==> src/rtl/melody_pkg.sv <==
// Shared types and constants for the melody sequencer: score entry layout,
// FSM states and the note-to-frequency_select mapping.
package melody_pkg;

    typedef struct packed {
        logic [5:0] note;
        logic [7:0] duration;
    } score_entry_t;

    localparam logic [5:0]  REST_CODE = 6'd63;
    localparam logic [31:0] SILENCE   = 32'hFFFF_FFFF;

    typedef enum logic [2:0] {IDLE, LOAD, PLAY, GAP, DONE} state_t;

    // Rests and out-of-range notes both map to silence.
    function automatic logic [31:0] note_freq(input logic [5:0] note, input int note_number);
        if (note == REST_CODE || int'(note) >= note_number) return SILENCE;
        return {26'd0, note};
    endfunction

endpackage

==> src/rtl/melody_sequencer_if.sv <==
// Control/status bundle between a player controller and the melody sequencer.
interface melody_sequencer_if #(
    parameter int SONG_LENGTH = 64
);
    localparam int PW = (SONG_LENGTH > 1) ? $clog2(SONG_LENGTH) : 1;

    logic          start;
    logic          stop;
    logic          pause;
    logic          loop_enable;
    logic [31:0]   frequency_select;
    logic          playing;
    logic [PW-1:0] position;
    logic          done;

    modport master (
        output start, stop, pause, loop_enable,
        input  frequency_select, playing, position, done
    );

    modport slave (
        input  start, stop, pause, loop_enable,
        output frequency_select, playing, position, done
    );

endinterface

==> src/rtl/melody_score_rom.sv <==
// Combinational score table: position -> {note, duration}. Every table ends
// with a duration==0 entry; unlisted positions also read as end of song.
module melody_score_rom
    import melody_pkg::*;
#(
    parameter int SONG_LENGTH    = 64,
    parameter bit USE_TEST_SCORE = 1'b0,
    localparam int PW = (SONG_LENGTH > 1) ? $clog2(SONG_LENGTH) : 1
) (
    input  logic [PW-1:0] position,
    output score_entry_t  entry
);

    always_comb begin
        entry = '{REST_CODE, 8'd0};
        if (USE_TEST_SCORE) begin
            case (int'(position))
                0:       entry = '{6'd9,     8'd3};
                1:       entry = '{REST_CODE, 8'd2};
                2:       entry = '{6'd0,     8'd1};
                default: entry = '{REST_CODE, 8'd0};
            endcase
        end else begin
            // Twinkle Twinkle in the C4 octave; 4 ticks per quarter, 8 per half.
            case (int'(position))
                0, 1:    entry = '{6'd0, 8'd4};
                2, 3:    entry = '{6'd7, 8'd4};
                4, 5:    entry = '{6'd9, 8'd4};
                6:       entry = '{6'd7, 8'd8};
                7, 8:    entry = '{6'd5, 8'd4};
                9, 10:   entry = '{6'd4, 8'd4};
                11, 12:  entry = '{6'd2, 8'd4};
                13:      entry = '{6'd0, 8'd8};
                default: entry = '{REST_CODE, 8'd0};
            endcase
        end
    end

endmodule

==> src/rtl/melody_sequencer.sv <==
// Steps through the score table at a fixed tempo and drives the note index
// (or all-ones for silence) to the downstream square-wave generator.
module melody_sequencer
    import melody_pkg::*;
#(
    parameter int CLOCK_FREQUENCY = 100_000_000,
    parameter int TICK_HZ         = 16,
    parameter int SONG_LENGTH     = 64,
    parameter int NOTE_NUMBER     = 36,
    parameter bit USE_TEST_SCORE  = 1'b0
) (
    input logic               clock,
    input logic               reset,
    melody_sequencer_if.slave bus
);

    localparam int CPT = CLOCK_FREQUENCY / TICK_HZ;
    localparam int CW  = (CPT > 1) ? $clog2(CPT) : 1;
    localparam int PW  = (SONG_LENGTH > 1) ? $clog2(SONG_LENGTH) : 1;
    localparam logic [CW-1:0] CNT_MAX  = CW'(CPT - 1);
    localparam logic [PW-1:0] POS_LAST = PW'(SONG_LENGTH - 1);

    state_t        state, state_nxt;
    logic [CW-1:0] cnt, cnt_nxt;
    logic [7:0]    remaining, rem_nxt;
    logic [PW-1:0] pos, pos_nxt;
    logic [31:0]   freq, freq_nxt;
    logic          done_q, done_nxt;
    logic          counting, tick, song_end;
    logic [31:0]   entry_freq;
    score_entry_t  entry;

    melody_score_rom #(
        .SONG_LENGTH   (SONG_LENGTH),
        .USE_TEST_SCORE(USE_TEST_SCORE)
    ) u_rom (
        .position(pos),
        .entry   (entry)
    );

    // Position is frozen through PLAY/GAP, so the table output stays valid
    // as the held note and restores it after a pause.
    assign entry_freq = note_freq(entry.note, NOTE_NUMBER);
    assign counting   = (state == PLAY || state == GAP) && !bus.pause;
    assign tick       = counting && (cnt == CNT_MAX);

    always_comb begin
        state_nxt = state;
        cnt_nxt   = cnt;
        rem_nxt   = remaining;
        pos_nxt   = pos;
        freq_nxt  = freq;
        done_nxt  = 1'b0;
        song_end  = 1'b0;
        if (counting) cnt_nxt = tick ? '0 : cnt + 1'b1;
        if (bus.stop) begin
            state_nxt = IDLE;
            pos_nxt   = '0;
            cnt_nxt   = '0;
            rem_nxt   = '0;
            freq_nxt  = SILENCE;
        end else if (bus.start) begin
            state_nxt = LOAD;
            pos_nxt   = '0;
            cnt_nxt   = '0;
            freq_nxt  = SILENCE;
        end else begin
            unique case (state)
                IDLE, DONE: freq_nxt = SILENCE;
                LOAD: begin
                    cnt_nxt = '0;
                    if (entry.duration == 8'd0) begin
                        song_end = 1'b1;
                    end else begin
                        rem_nxt = entry.duration;
                        // The last tick of every duration is the silent gap.
                        if (entry.duration == 8'd1) begin
                            state_nxt = GAP;
                            freq_nxt  = SILENCE;
                        end else begin
                            state_nxt = PLAY;
                            freq_nxt  = entry_freq;
                        end
                    end
                end
                PLAY: begin
                    freq_nxt = bus.pause ? SILENCE : entry_freq;
                    if (tick) begin
                        rem_nxt = remaining - 8'd1;
                        if (remaining == 8'd2) begin
                            state_nxt = GAP;
                            freq_nxt  = SILENCE;
                        end
                    end
                end
                GAP: begin
                    freq_nxt = SILENCE;
                    if (tick) begin
                        rem_nxt = remaining - 8'd1;
                        if (pos == POS_LAST) begin
                            song_end = 1'b1;
                        end else begin
                            pos_nxt   = pos + 1'b1;
                            state_nxt = LOAD;
                        end
                    end
                end
                default: state_nxt = IDLE;
            endcase
            if (song_end) begin
                freq_nxt = SILENCE;
                if (bus.loop_enable) begin
                    pos_nxt   = '0;
                    state_nxt = LOAD;
                end else begin
                    state_nxt = DONE;
                    done_nxt  = 1'b1;
                end
            end
        end
    end

    always_ff @(posedge clock) begin
        if (reset) begin
            state     <= IDLE;
            cnt       <= '0;
            remaining <= '0;
            pos       <= '0;
            freq      <= SILENCE;
            done_q    <= 1'b0;
        end else begin
            state     <= state_nxt;
            cnt       <= cnt_nxt;
            remaining <= rem_nxt;
            pos       <= pos_nxt;
            freq      <= freq_nxt;
            done_q    <= done_nxt;
        end
    end

    assign bus.frequency_select = freq;
    assign bus.playing          = (state == LOAD) || (state == PLAY) || (state == GAP);
    assign bus.position         = pos;
    assign bus.done             = done_q;

endmodule

==> src/flat_wrapper.sv <==
// flat-port wrapper written by rule: the top's interface ports become plain ports
module melody_sequencer_flat import melody_pkg::*;
#(
    parameter int CLOCK_FREQUENCY = 100_000_000,
    parameter int TICK_HZ         = 16,
    parameter int SONG_LENGTH     = 64,
    parameter int NOTE_NUMBER     = 36,
    parameter bit USE_TEST_SCORE  = 1'b0
)
  (clock, reset, bus_start, bus_stop, bus_pause, bus_loop_enable, bus_frequency_select, bus_playing, bus_position, bus_done);
  melody_sequencer_if #(.SONG_LENGTH(SONG_LENGTH)) bus_i ();
  input logic clock;
  input logic reset;
  input wire logic [$bits(bus_i.start)-1:0] bus_start;
  input wire logic [$bits(bus_i.stop)-1:0] bus_stop;
  input wire logic [$bits(bus_i.pause)-1:0] bus_pause;
  input wire logic [$bits(bus_i.loop_enable)-1:0] bus_loop_enable;
  output wire logic [$bits(bus_i.frequency_select)-1:0] bus_frequency_select;
  output wire logic [$bits(bus_i.playing)-1:0] bus_playing;
  output wire logic [$bits(bus_i.position)-1:0] bus_position;
  output wire logic [$bits(bus_i.done)-1:0] bus_done;
  assign bus_i.start = bus_start;
  assign bus_i.stop = bus_stop;
  assign bus_i.pause = bus_pause;
  assign bus_i.loop_enable = bus_loop_enable;
  assign bus_frequency_select = bus_i.frequency_select;
  assign bus_playing = bus_i.playing;
  assign bus_position = bus_i.position;
  assign bus_done = bus_i.done;
  melody_sequencer #(.CLOCK_FREQUENCY(CLOCK_FREQUENCY), .TICK_HZ(TICK_HZ), .SONG_LENGTH(SONG_LENGTH), .NOTE_NUMBER(NOTE_NUMBER), .USE_TEST_SCORE(USE_TEST_SCORE)) u_core (.clock(clock), .reset(reset), .bus(bus_i));
endmodule
==> config.mk <==
export PLATFORM = sky130hd
export DESIGN_NAME = melody_sequencer_flat
export DESIGN_NICKNAME = d
export VERILOG_FILES = /design/src/rtl/melody_pkg.sv /design/src/rtl/melody_sequencer_if.sv /design/src/rtl/melody_score_rom.sv /design/src/rtl/melody_sequencer.sv /design/src/flat_wrapper.sv
export SDC_FILE = /design/constraint.sdc
export NUM_CORES = 1
export LEC_CHECK = 0
export ABC_CLOCK_PERIOD_IN_PS = 5100
export CORE_MARGIN = 1
export CORE_UTILIZATION = 58
export DETAILED_ROUTE_END_ITERATION = 8
export HOLD_SLACK_MARGIN = 0.05
export PLACE_DENSITY = 0.9
export SYNTH_ARGS = -nofsm -noshare
export SYNTH_HDL_FRONTEND = slang
export SYNTH_SLANG_ARGS = --single-unit
==> constraint.sdc <==
create_clock -name clock -period 5.1 [get_ports clock]
set_clock_uncertainty 0.15 [all_clocks]
set_input_delay 1.02 -clock clock [delete_from_list [all_inputs] [get_ports clock]]
set_output_delay 1.02 -clock clock [all_outputs]
set_load 0.05 [all_outputs]
==> results of run 1 <==
## layout make-up
class | count | area [sq um] | area share, %
tap | 67 | 83.83 | 2.537
inverter | 9 | 33.78 | 1.022
clock buffer | 6 | 82.58 | 2.499
sequential | 53 | 1061 | 32.11
multi-input combinational | 246 | 1572 | 47.56
timing repair buffer | 46 | 457.9 | 13.86
clock inverter | 2 | 13.76 | 0.4165
## how the worst max path moves through the flow
stage / depth (start not counted) / start / slack (ps) / to
after floorplan: 7 / bus_pause / 2050 / flop
final: 7 / bus_pause / 1540 / flop
after global placement: 7 / bus_pause / 1410 / flop
after detailed placement: 7 / bus_pause / 1300 / flop
after CTS: 7 / bus_pause / 1600 / flop
after global routing: 7 / bus_pause / 1410 / flop
## cells in the final DEF, fill, tap and decap left out, drive strengths merged, types with 10 or more instances in the layout
cell and n:
clkdlybuf4s50 45, dfxtp 53, nand2 15, nand3 16, nand4 10, nor2 53
nor3 14, o21ai 18, xor2 17
## routing by layer
layer	part of all wire, %	vias up	global-route usage, %
met5	0	-	0
met1	42	1185	30.11
li1	-	1248	-
met2	52	71	45.79
met3	3.9	18	4.282
met4	2.3	0	11.98
## cells by family (layout without fill, tap and decap cells)
family	Yosys count	in the layout	share of synthesized area (%)
AOI/OAI and AO/OA	55	55	12.90
xor gates and xnor gates	26	26	7.801
adders and majority gates	4	4	1.715
buffers and inverters	48	63	9.816
DFF	53	53	36.35
muxes	10	10	3.686
and+or+nand+nor	151	151	27.73
## critical path, delay by kind of cell
kind                   cells  cell delay, ps
AND/OR/NAND/NOR            4            1420
XOR/XNOR                   1             510
buffers and inverters      1             500
multiplexers               1             140
## power by group through the flow
stage	clock, mW	sequential (mW)	combinational (mW)
after global routing	0.266	0.421	0.0627
after detailed placement	0	0.430	0.0579
final	0.245	0.421	0.0587
after floorplan	0	0.430	0.0425
after CTS	0.248	0.420	0.0580
after global placement	0	0.430	0.0568
==> flow_summary_export.csv, run 1 <==
group,metric,value,unit
outcome,outcome,"completed",
clock_network,path_clk_slew,90,ps
flow_run,max_cap_violations,0,
global_route,grt.overflow.total,0,
timing,rsz0062_at_grt,"false",
clock_network,cts-root-buf,"clkbuf_8",
clock_network,cts_tree,"done",
setup_path,r2r_slack,2290,ps
drt,dr.first_iter.drc_count,190,
drt,final_antenna_net_count,0,
pwr,comb_power_share,8.1,%
synthesis,yosysUniqueCellTypes,56,
hold_path,hold_path_depth,2,
pwr,switchingPower,0.1774,mW
finish,instances_no_fill,429,
drt,wire_per_inst,14.81,microns
synthesis,synth_cells,347,
clock_network,numCtsBuffers,5,
synthesis,yosysTopAreaCellShare,36.35,%
placement,placedInstanceArea,3208,sq um
pwr,vdd_drop_max,0.1771,mV
synthesis,synthTopCellsByArea,"dfxtp_1 36%, buf_4 6.9%, nor2_1 6.8%",
setup_path,crit_fanout,8,
synthesis,yosysWarningCount,0,
setup_path,cp_slowest_stage_delay,510,ps
timing,fin_crit_sh,69.84,%
synthesis,syn_nets,357,
placement,dp_cells,421,
setup_path,critPathLaunchType,"primary input",
pwr,finalPower,0.7244,mW
pwr,seqPwrFrac,58.1,%
synthesis,ys_seq_area_share,36.35,%
timing,max_freq,280.8,MHz
setup_path,worstPathRequired,5140,ps
synthesis,synth_top_cells_by_count,"53 x dfxtp_1, 53 x nor2_1, 27 x buf_4, 18 x o21ai_0, 17 x xor2_1",
clock_network,clock_sinks,53,
setup_path,slowest_stage,"xor2_1",
setup_path,critPathMostFrequentCell,"or3_1",
floorplan,die_h,72.94,microns
timing,worst_pin_slew,982.1,ps
floorplan,core.rowCount,25,
timing,hold_viol_final,0,
clock_network,htree_num_levels,2,
finish,fillCellCount,366,
floorplan,core_area,4786,sq um
synthesis,synth_seq_cells,53,
pwr,intPower,0.5470,mW
finish,fin_nets,371,
synthesis,netlist_area,2919,sq um
synthesis,avgSynthCellArea,8.412,sq um
synthesis,synth_top_area_cell,"dfxtp_1",
synthesis,ys.flop_type,"dfxtp_1",
global_route,grt_pass1_wl,10.61,mm
setup_path,path_class,"in -> reg",
clock_network,clock_path_buffers,2,
hold_path,hold_class,"reg -> reg",
finish,layout-drive-gt1-share,6.906,%
setup_path,r2r.worst_path.cells,6,
timing,maxSlewHeadroom,33.92,%
global_route,grt_use_total,25.72,%
drt,viasPerCell,5.879,
global_route,grt_max_degree,30,
floorplan,die_area,5320,sq um
hold_path,min_to,"u_core.cnt[22]$_SDFFE_PP0P_",
timing,drv_slew,0,
clock_network,clk_latency,310,ps
setup_path,cp.arrival,3600,ps
drt,num_vias,2522,
clock_network,cts_setup_buffers,0,
placement,io_buffer_count,45,
drt,drc,0,
placement,dp.final_hpwl,4.712,mm
pwr,swShare,24.49,%
synthesis,synth_edf_count,0,
pwr,clockPowerShare,33.8,%
setup_path,path_cells,"clkdlybuf4s50_1 -> and4bb_2 -> nand4_2 -> or3_1 -> xor2_1 -> mux2i_1 -> or3_1",
global_route,antenna_found_initial,0,
clock_network,ctsResizeCount,0,
floorplan,ioPinCount,46,
finish,area_growth,13.20,%
placement,place_congestion,0.9586,
finish,finalCoreUtilization,69.05,%
synthesis,async_flop_share,0,%
floorplan,die-width,72.94,microns
floorplan,start_util,60.99,%
finish,insertedDiodeCount,0,
placement,place_ws,1303,ps
clock_network,ctsHoldBuffers,0,
timing,final.min_clock_period,3562,ps
pwr,power.leakage,1.099,nW
timing,whs,354.4,ps
timing,fin_tns_setup,0,ps
setup_path,end_kind,"flop",
drt,wl,6.353,mm
timing,setup_viol_count_final,0,
global_route,grt_pass1_vias,2337,
pwr,power_density,219.2,nW/um^2
finish,final_area,3304,sq um
hold_path,hp-start,"u_core.cnt[22]$_SDFFE_PP0P_",
setup_path,worstReg2RegStart,"u_core.state[1]$_SDFFE_PP0P_",
drt,dr.pass1.iters,4,
timing,layout_setup_ws,1538,ps
Power figures use the tool's default switching activity.
==> run 2: changes to the inputs <==
- ABC_CLOCK_PERIOD_IN_PS: 5100 -> 3000
- CORE_UTILIZATION: 58 -> 49
- PLACE_DENSITY: 0.9 -> 0.82
- clock period: 5.1 -> 3 ns (I/O delays scaled with it)
==> run 2 against run 1 <==
Sequential cell count unchanged. Sequential share of layout area down 1.5 points. Worst setup slack worse by 1400 ps. Power up 80%. Sequential power up 70%. Die area up 18%.
==> flow_summary_export.csv, run 2 (same netlist as run 1, synthesis figures left out) <==
group,metric,value,unit
outcome,outcome,"completed",
setup_path,slowest_stage,"clkdlybuf4s50_1",
pwr,vdd_drop_max,0.2172,mV
timing,fin_tns_setup,0,ps
setup_path,critPathLaunchType,"flop",
finish,area_growth,18.69,%
drt,dr.first_iter.drc_count,149,
placement,dp_cells,444,
placement,io_buffer_count,45,
clock_network,ctsResizeCount,0,
clock_network,numCtsBuffers,5,
pwr,swShare,23.85,%
pwr,comb_power_share,7.7,%
global_route,grt_pass1_vias,2389,
setup_path,end_kind,"output port",
placement,place_congestion,0.9484,
timing,max_freq,353.9,MHz
timing,setup_viol_count_final,0,
global_route,grt.overflow.total,0,
timing,whs,366.9,ps
drt,final_antenna_net_count,0,
global_route,grt_pass1_wl,10.85,mm
finish,finalCoreUtilization,61.78,%
clock_network,clock_sinks,53,
timing,fin_crit_sh,94.19,%
finish,fillCellCount,507,
pwr,seqPwrFrac,54.7,%
clock_network,clock_path_buffers,2,
flow_run,max_cap_violations,0,
setup_path,path_class,"reg -> out",
placement,place_ws,-98.13,ps
setup_path,cp.arrival,2080,ps
clock_network,path_clk_slew,100,ps
timing,hold_viol_final,0,
floorplan,die-width,79.19,microns
timing,maxSlewHeadroom,48.29,%
timing,worst_pin_slew,767.2,ps
clock_network,ctsHoldBuffers,0,
setup_path,crit_fanout,29,
floorplan,die_h,79.19,microns
clock_network,htree_num_levels,2,
clock_network,cts-root-buf,"clkbuf_8",
floorplan,core.rowCount,27,
setup_path,critPathBufInv,1,
drt,num_vias,2546,
finish,layout-drive-gt1-share,11.32,%
drt,wl,6.489,mm
timing,final.min_clock_period,2826,ps
drt,drc,0,
finish,seq_area,1061,sq um
global_route,grt_max_degree,30,
pwr,power_density,377.1,nW/um^2
clock_network,cts_setup_buffers,0,
timing,rsz0062_at_grt,"false",
pwr,power.leakage,1.188,nW
drt,dr.pass1.iters,4,
global_route,antenna_found_initial,0,
finish,final_cell_mix,"53 x nor2_1, 53 x dfxtp_1, 45 x clkdlybuf4s50_1",
placement,dp.final_hpwl,4.838,mm
global_route,grt_use_total,21.43,%
finish,insertedDiodeCount,0,
finish,instances_no_fill,452,
drt,wire_per_inst,14.36,microns
hold_path,hold_class,"reg -> reg",
floorplan,die_area,6270,sq um
pwr,intPower,0.9948,mW
setup_path,worstPathRequired,2250,ps
clock_network,cts_tree,"done",
finish,multiInputGateArea,1572,sq um
pwr,clockPowerShare,37.5,%
setup_path,cpLargestDelayFamily,"buffers and inverters",
drt,viasPerCell,5.633,
setup_path,path_cells,"clkdlybuf4s50_1",
pwr,switchingPower,0.3116,mW
floorplan,core_area,5608,sq um
floorplan,ioPinCount,46,
clock_network,clk_latency,310,ps
timing,drv_slew,0,
setup_path,cp_slowest_stage_delay,940,ps
finish,fin_nets,389,
timing,layout_setup_ws,174.4,ps
floorplan,start_util,52.05,%
run 2: worst paths after layout:
kind                                       to                                         start  cells past startpoint  slack, ps
setup / recovery     bus_frequency_select[14]  u_core.bus.frequency_select[30]$_SDFFE_PP1P_                      1        170
setup reg to reg                         flop                    u_core.cnt[6]$_SDFFE_PP0P_                      7        360
hold / removal    u_core.cnt[22]$_SDFFE_PP0P_                   u_core.cnt[22]$_SDFFE_PP0P_                      2        370
hold reg to reg   u_core.cnt[22]$_SDFFE_PP0P_                   u_core.cnt[22]$_SDFFE_PP0P_                      2        370
run 2: routing by layer:
layer  wire (microns)  global-route usage, %
met4               86                  5.636
met2             3326                  38.97
met5                0                      0
met1             2900                  25.92
met3              175                  3.448
run 2: final cells by class:
| class | instances | area share, % |
|---|---|---|
| inverter | 9 | 0.9751 |
| clock inverter | 3 | 1.336 |
| clock buffer | 5 | 1.986 |
| tap | 72 | 2.600 |
| sequential | 53 | 30.62 |
| multi-input combinational | 246 | 45.36 |
| timing repair buffer | 64 | 17.12 |
run 2: power groups by stage:
| stage | clock (mW) | combinational (mW) | sequential, mW |
|---|---|---|---|
| after floorplan | 0 | 0.0722 | 0.731 |
| after global placement | 0 | 0.100 | 0.731 |
| after detailed placement | 0 | 0.101 | 0.731 |
| after CTS | 0.496 | 0.101 | 0.715 |
| after global routing | 0.518 | 0.109 | 0.716 |
| final | 0.490 | 0.101 | 0.715 |
run 2: per-stage QoR:
step	power [mW]	cell area, sq um
floorplan	0.8034	2919
CTS	1.312	3465
finish	1.306	3465
detailed placement	0.8322	3349
global placement	0.8312	3349
global route	1.343	3465
==> run 3: changes to the inputs <==
- MAX_ROUTING_LAYER: default -> met4
==> run 3 against run 2 <==
Largest power group unchanged. Sequential power about the same. Critical endpoint is now bus_frequency_select[9]. Sequential cell count did not move. Worst hold slack about the same. Critical path depth stayed put. Power decreased by 5.8%. Worst setup slack lost 12 ps. Core utilization shrank 0.29 points. Die area stayed put. Routed wire length rose by 1.0%.
==> flow_summary_export.csv, run 3 (same netlist as run 1, synthesis figures left out) <==
group,metric,value,unit
clock_network,clock_path_buffers,2,
setup_path,slowest_stage,"clkdlybuf4s50_1",
clock_network,ctsResizeCount,0,
flow_run,max_cap_violations,0,
drt,viasPerCell,5.629,
global_route,grt_pass1_vias,2444,
setup_path,end_kind,"output port",
finish,final_cell_mix,"53 x nor2_1, 53 x dfxtp_1, 45 x clkdlybuf4s50_1",
drt,wl_met2,3.308,mm
setup_path,critPathBufInv,1,
setup_path,critPathLaunchType,"flop",
timing,max_freq,352.5,MHz
clock_network,cts-root-buf,"clkbuf_8",
clock_network,htree_num_levels,2,
pwr,power.leakage,1.175,nW
timing,drv_slew,0,
timing,whs,366.7,ps
drt,final_antenna_net_count,0,
setup_path,crit_fanout,29,
placement,io_buffer_count,45,
global_route,antenna_found_initial,0,
clock_network,ctsHoldBuffers,0,
setup_path,path_cells,"clkdlybuf4s50_1",
timing,rsz0062_at_grt,"false",
drt,wl,6.557,mm
hold_path,hold_class,"reg -> reg",
global_route,grt_max_degree,30,
timing,setup_viol_count_final,0,
hold_path,hp-start,"u_core.state[2]$_SDFFE_PP0P_",
clock_network,path_clk_slew,100,ps
drt,wire_per_inst,14.47,microns
hold_path,hold_path_depth,2,
finish,layout-drive-gt1-share,11.55,%
global_route,grt_use_total,22.88,%
drt,num_vias,2550,
finish,area_growth,18.13,%
global_route,grt.overflow.total,0,
timing,worst_pin_slew,787.6,ps
floorplan,die-width,79.19,microns
placement,place_ws,-58.63,ps
pwr,finalPower,1.230,mW
finish,insertedDiodeCount,0,
floorplan,die_h,79.19,microns
pwr,power_density,356.8,nW/um^2
setup_path,cp_slowest_stage_delay,940,ps
timing,layout_setup_ws,162.8,ps
setup_path,cp.arrival,2090,ps
finish,fillCellCount,497,
finish,multiInputGateArea,1572,sq um
drt,drc,0,
clock_network,numCtsBuffers,5,
floorplan,start_util,52.05,%
drt,met1_length,2.921,mm
drt,dr.first_iter.drc_count,146,
outcome,outcome,"completed",
floorplan,die_area,6270,sq um
setup_path,path_class,"reg -> out",
clock_network,cts_tree,"done",
timing,hold_viol_final,0,
setup_path,cpLargestDelayFamily,"buffers and inverters",
clock_network,clock_sinks,53,
drt,dr.max_layer_used,"met4",
timing,maxSlewHeadroom,46.92,%
placement,dp.final_hpwl,4.796,mm
floorplan,core.rowCount,27,
clock_network,clk_latency,310,ps
floorplan,ioPinCount,46,
drt,dr.pass1.iters,5,
pwr,vdd_drop_max,0.1902,mV
finish,seq_area,1061,sq um
setup_path,worstReg2RegStart,"u_core.state[0]$_SDFFE_PP0P_",
setup_path,worstPathRequired,2250,ps
setup_path,r2r_slack,420,ps
setup_path,r2r.worst_path.cells,7,
clock_network,cts_setup_buffers,0,
timing,fin_crit_sh,94.57,%
global_route,grt_pass1_wl,11.27,mm
timing,final.min_clock_period,2837,ps
placement,place_congestion,0.9496,
floorplan,core_area,5608,sq um
hold_path,min_to,"u_core.state[2]$_SDFFE_PP0P_",
finish,fin_nets,390,
drt,dr_wl_met3,237,microns
==> run 3: cell types whose count changed in the layout (fill, tap and decap cells not counted) <==
cell / before / now
clkinv_4: 1 / 0
bufinv_16: 1 / 0
clkinvlp_4: 1 / 3
buf_4: 19 / 20
==> run 3: how the worst max path moves through the flow <==
stage	from	to	depth (start not counted)
after floorplan	u_core.bus.position[1]$_SDFF_PP0_	flop	8
after global placement	bus_pause	flop	7
after detailed placement	bus_pause	flop	9
after CTS	u_core.bus.frequency_select[30]$_SDFFE_PP1P_	bus_frequency_select[29]	1
after global routing	u_core.bus.frequency_select[30]$_SDFFE_PP1P_	bus_frequency_select[19]	1
final	u_core.bus.frequency_select[30]$_SDFFE_PP1P_	bus_frequency_select[9]	1
==> run 3: cell type report <==
type | count | area share, %
Timing Repair Buffer | 65 | 17.42
Clock buffer | 5 | 1.996
Sequential cell | 53 | 30.77
Tap cell | 72 | 2.612
Inverter | 9 | 0.9797
Multi-Input combinational cell | 246 | 45.57
Clock inverter | 3 | 0.6531
==> run 3: power by group <==
part	switching, mW	internal, mW	total (mW)
Clock	0.249	0.164	0.413
Combinational	0.0646	0.0374	0.102
Sequential	0.00771	0.707	0.715
Total	0.321	0.909	1.23
==> run 3: per-layer routing <==
metal / up-vias / track usage [%]
met2: 46 / 40.60
met5: - / -
li1: 1281 / -
met4: 0 / 6.909
met1: 1215 / 26.36
met3: 8 / 3.678
==> run 3: per-stage QoR <==
step	cells	setup TNS (ps)	area, sq um	utilization, %
final	453	0	3448	61.49
after global routing	453	0	3448	61.49
after CTS	453	0	3448	61.49
after detailed placement	445	-118.9	3357	59.86
after global placement	445	-26.78	3357	59.86
after floorplan	347	0	2919	-
==> run 3: worst min-delay path: cells and delay by family (launching register included) <==
kind	cells	cell delay, ps
flip-flops	1	360
AND/OR/NAND/NOR	1	70
AO/OA/AOI/OAI	1	50
